<file path="config.mk">
export PLATFORM = sky130hd
export DESIGN_NAME = store_commit_drain_flat
export DESIGN_NICKNAME = d
export VERILOG_FILES = /design/src/rtl/store_commit_drain_if.sv /design/src/rtl/store_commit_drain.sv /design/src/flat_wrapper.sv
export SDC_FILE = /design/constraint.sdc
export NUM_CORES = 1
export LEC_CHECK = 0
export BUFFER_PORTS_ARGS = -buffer_cell sky130_fd_sc_hd__buf_4
export CAP_MARGIN = 20
export CELL_PAD_IN_SITES_DETAIL_PLACEMENT = 1
export CELL_PAD_IN_SITES_GLOBAL_PLACEMENT = 2
export CORE_ASPECT_RATIO = 1.2
export CORE_UTILIZATION = 10
export CTS_CLUSTER_SIZE = 30
export DETAILED_ROUTE_END_ITERATION = 10
export HOLD_SLACK_MARGIN = 0.12
export PLACE_DENSITY_LB_ADDON = 0.3
export RECOVER_POWER = 50
export SYNTH_ARGS = -nofsm -noshare
export SYNTH_HDL_FRONTEND = slang
export SYNTH_SLANG_ARGS = --single-unit
</file>
<file path="constraint.sdc">
create_clock -name clk -period 2.8 [get_ports clk]
set_input_delay 0.42 -clock clk [delete_from_list [all_inputs] [get_ports clk]]
set_output_delay 0.42 -clock clk [all_outputs]
set_load 0.02 [all_outputs]
</file>
<file path="src/rtl/store_commit_drain_if.sv">
// Store-drain bus: the SQ head read port, the SQ pop and the D-cache write port.
// The master is the drain engine; the slave is the SQ/D-cache side.
interface store_commit_drain_if #(
  parameter int SQ_ENTRY_NUM = 16,
  parameter int COMMIT_WIDTH = 2,
  parameter int BLOCK_ADDR_W = 28,
  parameter int BLOCK_DATA_W = 128,
  parameter int WORD_NUM     = 4,
  parameter int BYTE_NUM     = 4
);
  localparam int PTR_W = $clog2(SQ_ENTRY_NUM);
  localparam int CNT_W = $clog2(COMMIT_WIDTH + 1);

  // SQ head entry, read combinationally at retiredStoreQueuePtr
  logic [BLOCK_ADDR_W-1:0] headAddr;
  logic [BLOCK_DATA_W-1:0] headData;
  logic                    headCondEnabled;
  logic [WORD_NUM-1:0]     headWordWE;
  logic [BYTE_NUM-1:0]     headByteWE;

  // SQ read pointer and pop
  logic [PTR_W-1:0]        retiredStoreQueuePtr;
  logic                    releaseStoreQueueHead;
  logic [CNT_W-1:0]        releaseStoreQueueHeadEntryNum;

  // D-cache write port
  logic                    dcWrReq;
  logic [BLOCK_ADDR_W-1:0] dcWrAddr;
  logic [BLOCK_DATA_W-1:0] dcWrData;
  logic [WORD_NUM-1:0]     dcWrWordWE;
  logic [BYTE_NUM-1:0]     dcWrByteWE;
  logic                    dcWrAck;
  logic                    dcWrNack;
  logic                    dcRefillDone;

  modport master (
    input  headAddr, headData, headCondEnabled, headWordWE, headByteWE,
    input  dcWrAck, dcWrNack, dcRefillDone,
    output retiredStoreQueuePtr, releaseStoreQueueHead, releaseStoreQueueHeadEntryNum,
    output dcWrReq, dcWrAddr, dcWrData, dcWrWordWE, dcWrByteWE
  );

  modport slave (
    output headAddr, headData, headCondEnabled, headWordWE, headByteWE,
    output dcWrAck, dcWrNack, dcRefillDone,
    input  retiredStoreQueuePtr, releaseStoreQueueHead, releaseStoreQueueHeadEntryNum,
    input  dcWrReq, dcWrAddr, dcWrData, dcWrWordWE, dcWrByteWE
  );
endinterface

</file>
<file path="src/rtl/store_commit_drain.sv">
// Drains retired stores from the SQ head into the D-cache, at most one per cycle.
// Misses park the engine in WAIT_REFILL until the refill completes, then the same
// head is retried, so stores always reach the cache in SQ order.
module store_commit_drain #(
  parameter int SQ_ENTRY_NUM = 16,
  parameter int COMMIT_WIDTH = 2,
  parameter int BLOCK_ADDR_W = 28,
  parameter int BLOCK_DATA_W = 128,
  parameter int WORD_NUM     = 4,
  parameter int BYTE_NUM     = 4
) (
  input  logic                                 clk,
  input  logic                                 rst_n,
  input  logic [$clog2(COMMIT_WIDTH+1)-1:0]    commitStoreNum,
  store_commit_drain_if.master                 bus,
  output logic [$clog2(SQ_ENTRY_NUM+1)-1:0]    pendingCount,
  output logic                                 busy,
  output logic                                 overflowErr
);
  localparam int PTR_W  = $clog2(SQ_ENTRY_NUM);
  localparam int CNT_W  = $clog2(COMMIT_WIDTH + 1);
  localparam int PEND_W = $clog2(SQ_ENTRY_NUM + 1);
  localparam int SUM_W  = PEND_W + 1;

  typedef enum logic {ISSUE, WAIT_REFILL} state_t;

  state_t           state;
  logic [PTR_W-1:0] ptr;
  logic             active;
  logic             issue;
  logic             doRelease;
  logic             miss;
  logic [SUM_W-1:0] sumNext;

  // Head decision: suppressed stores pop without a write; enabled stores pop on ack.
  // An ack alongside a nack wins, since the write was performed.
  always_comb begin
    active    = (state == ISSUE) && (pendingCount != '0);
    issue     = active && bus.headCondEnabled;
    doRelease = active && (!bus.headCondEnabled || bus.dcWrAck);
    miss      = issue && !bus.dcWrAck && bus.dcWrNack;
    sumNext   = SUM_W'(pendingCount) + SUM_W'(commitStoreNum) - SUM_W'(doRelease);
  end

  assign bus.retiredStoreQueuePtr          = ptr;
  assign bus.releaseStoreQueueHead         = doRelease;
  assign bus.releaseStoreQueueHeadEntryNum = CNT_W'(doRelease);
  assign bus.dcWrReq                       = issue;
  assign bus.dcWrAddr                      = bus.headAddr;
  assign bus.dcWrData                      = bus.headData;
  assign bus.dcWrWordWE                    = bus.headWordWE;
  assign bus.dcWrByteWE                    = bus.headByteWE;
  assign busy = (pendingCount != '0) || (state != ISSUE);

  // Drain FSM plus head pointer and pending-store accounting (saturating, sticky overflow).
  always_ff @(posedge clk or negedge rst_n) begin
    if (!rst_n) begin
      state        <= ISSUE;
      ptr          <= '0;
      pendingCount <= '0;
      overflowErr  <= 1'b0;
    end else begin
      case (state)
        ISSUE:       if (miss) state <= WAIT_REFILL;
        WAIT_REFILL: if (bus.dcRefillDone) state <= ISSUE;
        default:     state <= ISSUE;
      endcase
      if (doRelease)
        ptr <= (ptr == PTR_W'(SQ_ENTRY_NUM - 1)) ? '0 : ptr + PTR_W'(1);
      if (sumNext > SUM_W'(SQ_ENTRY_NUM)) begin
        overflowErr  <= 1'b1;
        pendingCount <= PEND_W'(SQ_ENTRY_NUM);
      end else begin
        pendingCount <= sumNext[PEND_W-1:0];
      end
    end
  end
endmodule

</file>
<file path="src/flat_wrapper.sv">
// flat-port wrapper written by rule: the top's interface ports become plain ports
module store_commit_drain_flat 
#(
  parameter int SQ_ENTRY_NUM = 16,
  parameter int COMMIT_WIDTH = 2,
  parameter int BLOCK_ADDR_W = 28,
  parameter int BLOCK_DATA_W = 128,
  parameter int WORD_NUM     = 4,
  parameter int BYTE_NUM     = 4
)
  (clk, rst_n, commitStoreNum, pendingCount, busy, overflowErr, bus_headAddr, bus_headData, bus_headCondEnabled, bus_headWordWE, bus_headByteWE, bus_dcWrAck, bus_dcWrNack, bus_dcRefillDone, bus_retiredStoreQueuePtr, bus_releaseStoreQueueHead, bus_releaseStoreQueueHeadEntryNum, bus_dcWrReq, bus_dcWrAddr, bus_dcWrData, bus_dcWrWordWE, bus_dcWrByteWE);
  store_commit_drain_if #(.SQ_ENTRY_NUM(SQ_ENTRY_NUM), .COMMIT_WIDTH(COMMIT_WIDTH), .BLOCK_ADDR_W(BLOCK_ADDR_W), .BLOCK_DATA_W(BLOCK_DATA_W), .WORD_NUM(WORD_NUM), .BYTE_NUM(BYTE_NUM)) bus_i ();
  input  logic clk;
  input  logic rst_n;
  input  logic [$clog2(COMMIT_WIDTH+1)-1:0] commitStoreNum;
  output logic [$clog2(SQ_ENTRY_NUM+1)-1:0] pendingCount;
  output logic busy;
  output logic overflowErr;
  input wire logic [$bits(bus_i.headAddr)-1:0] bus_headAddr;
  input wire logic [$bits(bus_i.headData)-1:0] bus_headData;
  input wire logic [$bits(bus_i.headCondEnabled)-1:0] bus_headCondEnabled;
  input wire logic [$bits(bus_i.headWordWE)-1:0] bus_headWordWE;
  input wire logic [$bits(bus_i.headByteWE)-1:0] bus_headByteWE;
  input wire logic [$bits(bus_i.dcWrAck)-1:0] bus_dcWrAck;
  input wire logic [$bits(bus_i.dcWrNack)-1:0] bus_dcWrNack;
  input wire logic [$bits(bus_i.dcRefillDone)-1:0] bus_dcRefillDone;
  output wire logic [$bits(bus_i.retiredStoreQueuePtr)-1:0] bus_retiredStoreQueuePtr;
  output wire logic [$bits(bus_i.releaseStoreQueueHead)-1:0] bus_releaseStoreQueueHead;
  output wire logic [$bits(bus_i.releaseStoreQueueHeadEntryNum)-1:0] bus_releaseStoreQueueHeadEntryNum;
  output wire logic [$bits(bus_i.dcWrReq)-1:0] bus_dcWrReq;
  output wire logic [$bits(bus_i.dcWrAddr)-1:0] bus_dcWrAddr;
  output wire logic [$bits(bus_i.dcWrData)-1:0] bus_dcWrData;
  output wire logic [$bits(bus_i.dcWrWordWE)-1:0] bus_dcWrWordWE;
  output wire logic [$bits(bus_i.dcWrByteWE)-1:0] bus_dcWrByteWE;
  assign bus_i.headAddr = bus_headAddr;
  assign bus_i.headData = bus_headData;
  assign bus_i.headCondEnabled = bus_headCondEnabled;
  assign bus_i.headWordWE = bus_headWordWE;
  assign bus_i.headByteWE = bus_headByteWE;
  assign bus_i.dcWrAck = bus_dcWrAck;
  assign bus_i.dcWrNack = bus_dcWrNack;
  assign bus_i.dcRefillDone = bus_dcRefillDone;
  assign bus_retiredStoreQueuePtr = bus_i.retiredStoreQueuePtr;
  assign bus_releaseStoreQueueHead = bus_i.releaseStoreQueueHead;
  assign bus_releaseStoreQueueHeadEntryNum = bus_i.releaseStoreQueueHeadEntryNum;
  assign bus_dcWrReq = bus_i.dcWrReq;
  assign bus_dcWrAddr = bus_i.dcWrAddr;
  assign bus_dcWrData = bus_i.dcWrData;
  assign bus_dcWrWordWE = bus_i.dcWrWordWE;
  assign bus_dcWrByteWE = bus_i.dcWrByteWE;
  store_commit_drain #(.SQ_ENTRY_NUM(SQ_ENTRY_NUM), .COMMIT_WIDTH(COMMIT_WIDTH), .BLOCK_ADDR_W(BLOCK_ADDR_W), .BLOCK_DATA_W(BLOCK_DATA_W), .WORD_NUM(WORD_NUM), .BYTE_NUM(BYTE_NUM)) u_core (.clk(clk), .rst_n(rst_n), .commitStoreNum(commitStoreNum), .bus(bus_i), .pendingCount(pendingCount), .busy(busy), .overflowErr(overflowErr));
endmodule
</file>
==> flow_metrics.py, run 1 <==
metrics = {
    "logic_synthesis": {
        "synthCells": 239,
        "async_flop_share_pct": 100.0,
        "synthSimpleGateAreaFrac_pct": 6.822,
        "yosysTopAreaCell": "buf_4",
        "syn_area_sq_um": 1981,
        "synth_cell_types": 28,
        "netlist.area_leader.share_pct": 62.92,
        "synth_edf_count": 0,
        "synth-compound-area-share_pct": 4.106,
        "synthFlopType": "dfrtp_1",
        "syn_area_per_cell_sq_um": 8.287,
        "yosysWarnings": 0,
        "syn_nets": 421,
        "synth_xor_area_share_pct": 1.769,
        "synth_seq_cells": 11,
        "synth_top_family_by_area": "buffers and inverters",
        "yosysSeqAreaShare_pct": 13.90,
        "synthTopCellsByArea": "buf_4 63%, dfrtp_1 14%, ha_1 5.7%, inv_1 2.5%, xnor2_1 1.8%",
        "synthAdderAreaFrac_pct": 6.696,
        "synthMuxAreaShare_pct": 1.137,
    },
    "sta": {
        "fin_crit_sh_pct": 94.76,
        "finalSetupViolations": 0,
        "holdWs_ns": 0.3787,
        "tns_ns": 0,
        "finClkSkew_ns": 0.002452,
        "finalHoldViolCount": 0,
        "worst_pin_slew_ns": 0.6579,
        "timing.slew.headroom_pct": 56.14,
        "rsz0062_at_grt": "no",
        "fin_crit_ns": 2.653,
        "fmax_mhz": 376.9,
        "maxSlewViolCount": 0,
    },
    "layout": {
        "seqCellArea_sq_um": 277.8,
        "nNetsFinal": 288,
        "n_fill_cell": 2365,
        "final_area_sq_um": 1383,
        "n_antenna_cell": 0,
        "drive_gt1_share_pct": 40.95,
        "multi_input_area_sq_um": 441.7,
        "layout-area-overhead-vs-synth_pct": -30.20,
    },
    "global_routing": {
        "grt_usage_pct": 4.612,
        "grt.overflow.total": 0,
        "grt_pass1_vias": 900,
        "grt_max_degree": 12,
        "antenna_found_initial": 0,
        "grt_pass1_wl_mm": 6.327,
    },
    "power": {
        "ir_drop_v": 0.0001946,
        "cellPowerDensity_nw_per_um2": 1047,
        "total_power_uw": 1448,
        "cellLeakagePower_uw": 0.0005220,
    },
    "worst_setup_path": {
        "crit_path_start_kind": "flip-flop",
        "cpMostUsedCell": "ha_1",
        "cpLargestDelayFamily": "adder cells",
        "arrival_ns": 2.77,
        "worst_ep_required_time_ns": 2.92,
        "endpoint_kind": "flip-flop",
        "r2r_slack_ns": 0.15,
        "crit_start": "u_core.pendingCount[2]$_DFF_PN0_",
        "cp_slowest_cell": "dfrtp_2",
        "crit_chain": "inv_2 > ha_1 > nor4b_4 > nor3_4 > ha_1 > inv_1 > ha_2 > fa_2 > a21o_1 > a21oi_2 > xnor2_2 > a211o_1",
        "r2r-start": "u_core.pendingCount[2]$_DFF_PN0_",
        "path_class": "reg -> reg",
        "critPathMaxFanout": 6,
        "max_stage_delay_ns": 0.40,
        "cp.buffers_inverters": 2,
    },
    "drt": {
        "totalWireLength_mm": 4.891,
        "ant_nets": 0,
        "drtIter0Drc": 22,
        "vias": 819,
        "vias_per_cell": 2.238,
        "drc_errors": 0,
        "firstDrtPassIters": 4,
        "wire_per_inst_microns": 13.36,
    },
    "floorplan": {
        "pin_count": 351,
        "fp.dieH_microns": 156.2,
        "die_w_microns": 130.5,
        "core.rowCount": 56,
        "coreArea_sq_um": 19480,
        "initial_core_util_pct": 10.17,
        "dieArea_sq_um": 20380,
    },
    "clocking": {
        "cts_root_buf": "clkbuf_16",
        "cts_max_level": 1,
        "numCtsBuffers": 3,
        "cts.sinks": 11,
        "clkTransAtPathRegs_ns": 0.04,
        "cts_tree": "yes",
        "clock_path_buffers": 2,
        "clk_latency_ns": 0.23,
    },
    "min_path": {
        "holdCritPathClass": "in -> reg",
        "min_from": "bus_dcRefillDone",
    },
    "placed_design": {
        "placed_area_sq_um": 1297,
        "place_hpwl_mm": 4.261,
        "io_buffers": 21,
        "place_congestion": 0.6569,
    },
    "flow_run": {
        "maxCapViolations": 0,
    },
    "outcome": {
        "status": "finished, final reports clean",
    },
}
-- synth_stat cells (all sizes together) (2+ instances only) --
| cell | n |
|---|---|
| a21oi | 2 |
| inv | 13 |
| nor2 | 4 |
| nor3b | 2 |
| nor2b | 2 |
| mux2 | 2 |
| xnor2 | 4 |
| nand4b | 2 |
| nand2 | 3 |
| dfrtp | 11 |
| o21ai | 2 |
| ha | 9 |
| nor3 | 4 |
| buf | 166 |
-- flip-flops by register name, summed over array words and instances (netlist names) --
| register | cells |
|---|---|
| u_core.bus.retiredStoreQueuePtr | 4 |
| u_core.overflowErr | 1 |
| u_core.pendingCount | 5 |
| u_core.state | 1 |
-- what timing repair did --
item,4_1_cts,5_1_grt
setup endpoints to repair,0,1
endpoints found under the hold margin,11,0
hold buffers,1,0
buffers inserted,0,0
gates resized for setup,0,1
-- worst register-to-register path: stages, from the launching register on --
cell and delay (ns):
dfrtp_2 0.40, inv_2 0.06, ha_1 0.15, nor4b_4 0.26, nor3_4 0.08, ha_1 0.28, inv_1 0.04, ha_2 0.19
fa_2 0.35, a21o_1 0.18, a21oi_2 0.16, xnor2_2 0.12, a211o_1 0.27
-- layer usage --
metal / vias up / GRT usage, % / routed length [microns]
met5: - / 0 / 0
met4: 0 / 9.688 / 1077
met3: 96 / 2.195 / 646
met2: 76 / 6.560 / 2069
met1: 339 / 2.935 / 1098
li1: 308 / - / -
-- power by group --
part / internal (uW) / switching (uW)
combinational: 423 / 473
sequential: 222 / 75.5
clock: 191 / 63.9
-- placed cells by master, fill, tap and decap left out, drive strengths merged --
cell         synthesis  layout
a211o                1       1
nor3b                2       2
a21oi                2       2
a32o                 1       1
nand2                3       3
nand4b               2       2
nor2b                2       2
a211oi               1       1
o21ai                2       2
nand2b               1       1
mux2                 2       2
o41ai                1       1
xnor2                4       4
and2                 1       1
clkbuf               0       5
inv                 13      13
fa                   1       1
or2                  1       1
a31oi                1       1
nor2                 4       4
nand3                1       1
nor3                 4       4
conb                 1       1
dfrtp               11      11
a21o                 1       1
dlygate4sd3          0       1
buf                166      26
nor4b                1       1
ha                   9       9
-- cell families (layout without fill, tap and decap cells) --
kind of cell | count (synthesis) | in the layout
AOI/OAI and AO/OA | 10 | 10
xor gates and xnor gates | 4 | 4
adders and majority gates | 10 | 10
buffers and inverters | 179 | 45
DFF | 11 | 11
muxes | 2 | 2
other | 1 | 1
and+or+nand+nor | 22 | 22
-- final cells by class --
cell class,instances,share of cell area (%)
Clock buffer,4,5.701
Inverter,13,3.529
Multi-Input combinational cell,49,31.95
Sequential cell,11,20.09
Tap cell,261,23.62
Timing Repair Buffer,28,15.11
-- path summary, 6_finish.rpt --
| path | endpoint | cells after the start |
|---|---|---|
| max in group asynchronous | u_core.pendingCount[3]$_DFF_PN0_ | 2 |
| hold / removal | u_core.state$_DFF_PN0_ | 2 |
| setup reg to reg | u_core.overflowErr$_DFFE_PN0N_ | 12 |
| hold reg to reg | u_core.overflowErr$_DFFE_PN0N_ | 1 |
| min in group asynchronous | u_core.overflowErr$_DFFE_PN0N_ | 2 |
| setup / recovery | u_core.overflowErr$_DFFE_PN0N_ | 12 |
-- through the flow --
step / cells / setup slack (ns) / utilization (%)
after floorplan: 239 / 0.005830 / -
after global placement: 361 / 0.1327 / 6.661
after detailed placement: 361 / 0.1055 / 6.661
after CTS: 366 / 0.08564 / 7.117
after global routing: 366 / 0.01078 / 7.098
final: 366 / 0.1468 / 7.098
No activity file was read; power rests on OpenSTA's default activity.
==> run 2, diff against run 1 <==
- ABC_AREA: default -> 1
==> run 2 against run 1 <==
  * Core utilization about the same
  * Synthesized cell count increased by 13%
  * Combinational power increased by 7.4%
  * Fmax increased by 2.2%
  * Worst setup slack improved by 0.058 ns
  * Global-route usage increased by 0.092 points
  * Highest routed layer unchanged
  * Critical path depth increased by 4
  * Cell count increased by 9.0%
==> flow_metrics.py, run 2 <==
metrics = {
    "outcome": {
        "status": "finished, final reports clean",
    },
    "sta": {
        "maxSlewViolCount": 0,
        "worst_pin_slew_ns": 0.7236,
        "fin_crit_sh_pct": 92.68,
        "fmax_mhz": 385.4,
        "finalHoldViolCount": 0,
        "finalSetupViolations": 0,
        "timing.slew.headroom_pct": 51.76,
        "fin_crit_ns": 2.595,
        "finClkSkew_ns": 0.001839,
    },
    "global_routing": {
        "grt_usage_pct": 4.704,
        "antenna_found_initial": 0,
        "grt.overflow.total": 0,
        "grt_max_degree": 12,
        "grt_pass1_wl_mm": 7.231,
        "grt_pass1_vias": 1044,
    },
    "drt": {
        "drtIter0Drc": 8,
        "drc_errors": 0,
        "vias": 953,
        "wire_per_inst_microns": 13.40,
        "vias_per_cell": 2.388,
        "ant_nets": 0,
        "firstDrtPassIters": 4,
        "totalWireLength_mm": 5.348,
    },
    "logic_synthesis": {
        "ys_top_cells_by_count": "166 x buf_4, 23 x inv_1, 19 x nand2_1",
        "async_flop_share_pct": 100.0,
        "syn_nets": 452,
        "yosysWarnings": 0,
        "synthFlopType": "dfrtp_1",
        "synth_top_family_by_area": "buffers and inverters",
        "synthMuxAreaShare_pct": 0,
        "yosysSeqAreaShare_pct": 13.29,
        "synthCells": 270,
        "synth_cell_types": 24,
        "syn_area_per_cell_sq_um": 7.669,
        "synthTopCellsByArea": "buf_4 60%, dfrtp_1 13%, ha_1 5.4%, inv_1 4.2%, nand2_1 3.4%",
        "synth_seq_cells": 11,
        "post-synth-top-count-cell": "buf_4",
        "synthAdderAreaFrac_pct": 6.405,
        "synthSimpleGateAreaFrac_pct": 12.69,
        "netlist.area_leader.share_pct": 60.18,
        "synth_edf_count": 0,
        "yosysTopAreaCell": "buf_4",
        "syn_area_sq_um": 2071,
        "synth_xor_area_share_pct": 0.8459,
        "synth-compound-area-share_pct": 2.054,
    },
    "placed_design": {
        "io_buffers": 21,
        "dp_cells": 392,
        "place_congestion": 0.6373,
        "place_hpwl_mm": 4.656,
    },
    "power": {
        "total_power_uw": 1503,
        "cellLeakagePower_uw": 0.0006075,
        "p_seq_share_pct": 17.9,
        "switchingPower_uw": 713.5,
        "cellPowerDensity_nw_per_um2": 1041,
        "p_clk_share_pct": 18.1,
        "netSwitchingFraction_pct": 47.48,
        "p_comb_share_pct": 64.0,
        "p_int_uw": 789.4,
        "ir_drop_v": 0.0002008,
    },
    "floorplan": {
        "coreArea_sq_um": 20250,
        "initial_core_util_pct": 10.22,
        "fp.dieH_microns": 159.6,
        "die_w_microns": 133.4,
        "dieArea_sq_um": 21290,
        "pin_count": 351,
        "core.rowCount": 57,
    },
    "layout": {
        "n_fill_cell": 2449,
        "largest_register_ffs": 5,
        "layout.cells.most_common_list": "24 x buf_4, 21 x inv_1, 19 x nand2_1",
        "n_antenna_cell": 0,
        "layout-area-overhead-vs-synth_pct": -30.27,
        "fin_cells": 399,
        "final_common_cell": "buf_4",
        "nNetsFinal": 317,
        "largest-register": "u_core.pendingCount",
        "drive_gt1_share_pct": 34.33,
    },
    "clocking": {
        "numCtsBuffers": 3,
        "cts_tree": "yes",
        "clkTransAtPathRegs_ns": 0.05,
        "clock_path_buffers": 2,
        "cts_root_buf": "clkbuf_16",
        "cts_max_level": 1,
        "clk_latency_ns": 0.24,
        "cts.sinks": 11,
    },
    "worst_setup_path": {
        "path_class": "reg -> reg",
        "critPathMaxFanout": 4,
        "worst_ep_required_time_ns": 2.94,
        "crit_path_start_kind": "flip-flop",
        "ff2ff_path_depth": 16,
        "endpoint_kind": "flip-flop",
        "arrival_ns": 2.73,
    },
    "min_path": {
        "hold_path_depth": 2,
        "holdCritPathClass": "in -> reg",
    },
    "flow_run": {
        "maxCapViolations": 0,
    },
}
==> run 2: changes by cell type in the layout (fill, tap and decap cells not counted), moves of 3 or more <==
cell	before	now
nand2_2	0	3
o21ai_1	0	3
inv_1	11	21
nand2_1	3	19
nand3_1	1	10
nor3_1	3	0
nor2_2	0	4
==> run 2: cells by family (layout without fill, tap and decap cells) <==
kind of cell               Yosys count  in the layout
other                                1              1
AOI/OAI and AO/OA                    7              7
DFF                                 11             11
adders and majority gates           10             10
buffers and inverters              190             54
xor gates and xnor gates             2              2
and+or+nand+nor                     49             49
==> run 2: metal layers <==
layer | global-route usage, % | wire length [microns] | up-vias
li1 | - | - | 379
met1 | 2.934 | 1190 | 397
met2 | 8.215 | 2652 | 97
met3 | 3.079 | 926 | 80
met4 | 5.475 | 579 | 0
met5 | 0 | 0 | -
==> run 2: per-stage QoR <==
| step | TNS [ns] | hold WS [ns] | instance area [sq um] | utilization (%) | setup slack, ns |
|---|---|---|---|---|---|
| 3_5_place_dp | 0 | 0.2753 | 1329 | 6.560 | 0.08855 |
| 3_3_place_gp | 0 | 0.2729 | 1329 | 6.560 | 0.1502 |
| 6_report | 0 | 0.3692 | 1444 | 7.129 | 0.2050 |
| 5_1_grt | -0.03456 | 0.3664 | 1444 | 7.129 | -0.01322 |
| 4_1_cts | 0 | 0.3672 | 1418 | 6.999 | 0.07776 |
| 2_1_floorplan | 0 | 0.1244 | 2071 | - | 0.05782 |
==> run 2: worst max-delay path, cell delays in order, from the launching register on <==
cell	delay, ns
dfrtp_1	0.37
inv_1	0.10
ha_1	0.16
nand4_1	0.15
o211ai_2	0.14
inv_2	0.06
ha_1	0.27
inv_1	0.05
ha_4	0.17
fa_2	0.56
inv_2	0.04
nand2_1	0.09
nor2_4	0.05
nand3_2	0.07
nand2_2	0.08
nand2_4	0.10
nor2_2	0.04
==> run 2: area by class of cell <==
type	count	area (sq um)	area share, %
Tap cell	265	331.6	22.96
Multi-Input combinational cell	69	474.2	32.84
Clock buffer	4	78.83	5.459
Sequential cell	11	275.3	19.06
Timing Repair Buffer	26	193.9	13.43
Inverter	24	90.09	6.239
==> run 2: worst paths after layout <==
check	start	to	slack (ns)
setup / recovery	u_core.pendingCount[2]$_DFF_PN0_	u_core.pendingCount[1]$_DFF_PN0_	0.21
hold / removal	bus_dcRefillDone	u_core.state$_DFF_PN0_	0.37
setup reg to reg	u_core.pendingCount[2]$_DFF_PN0_	u_core.pendingCount[1]$_DFF_PN0_	0.21
hold reg to reg	u_core.overflowErr$_DFFE_PN0N_	u_core.overflowErr$_DFFE_PN0N_	0.49
max in group asynchronous	rst_n	u_core.overflowErr$_DFFE_PN0N_	1.59
min in group asynchronous	rst_n	u_core.bus.retiredStoreQueuePtr[3]$_DFFE_PN0P_	0.75
==> run 2: power by group through the flow <==
stage	clock (uW)	combinational, uW	sequential [uW]
after global routing	290	1090	279
after detailed placement	0	953	278
final	271	962	269
after CTS	278	956	276
after global placement	0	955	277
after floorplan	0	952	320
==> run 2: what timing repair did <==
| action | in CTS | in global routing |
|---|---|---|
| resized for setup | 0 | 4 |
| hold endpoints to repair | 11 | 0 |
| buffers inserted | 0 | 2 |
| hold buffers | 1 | 0 |
| endpoints found under the setup margin | 0 | 5 |
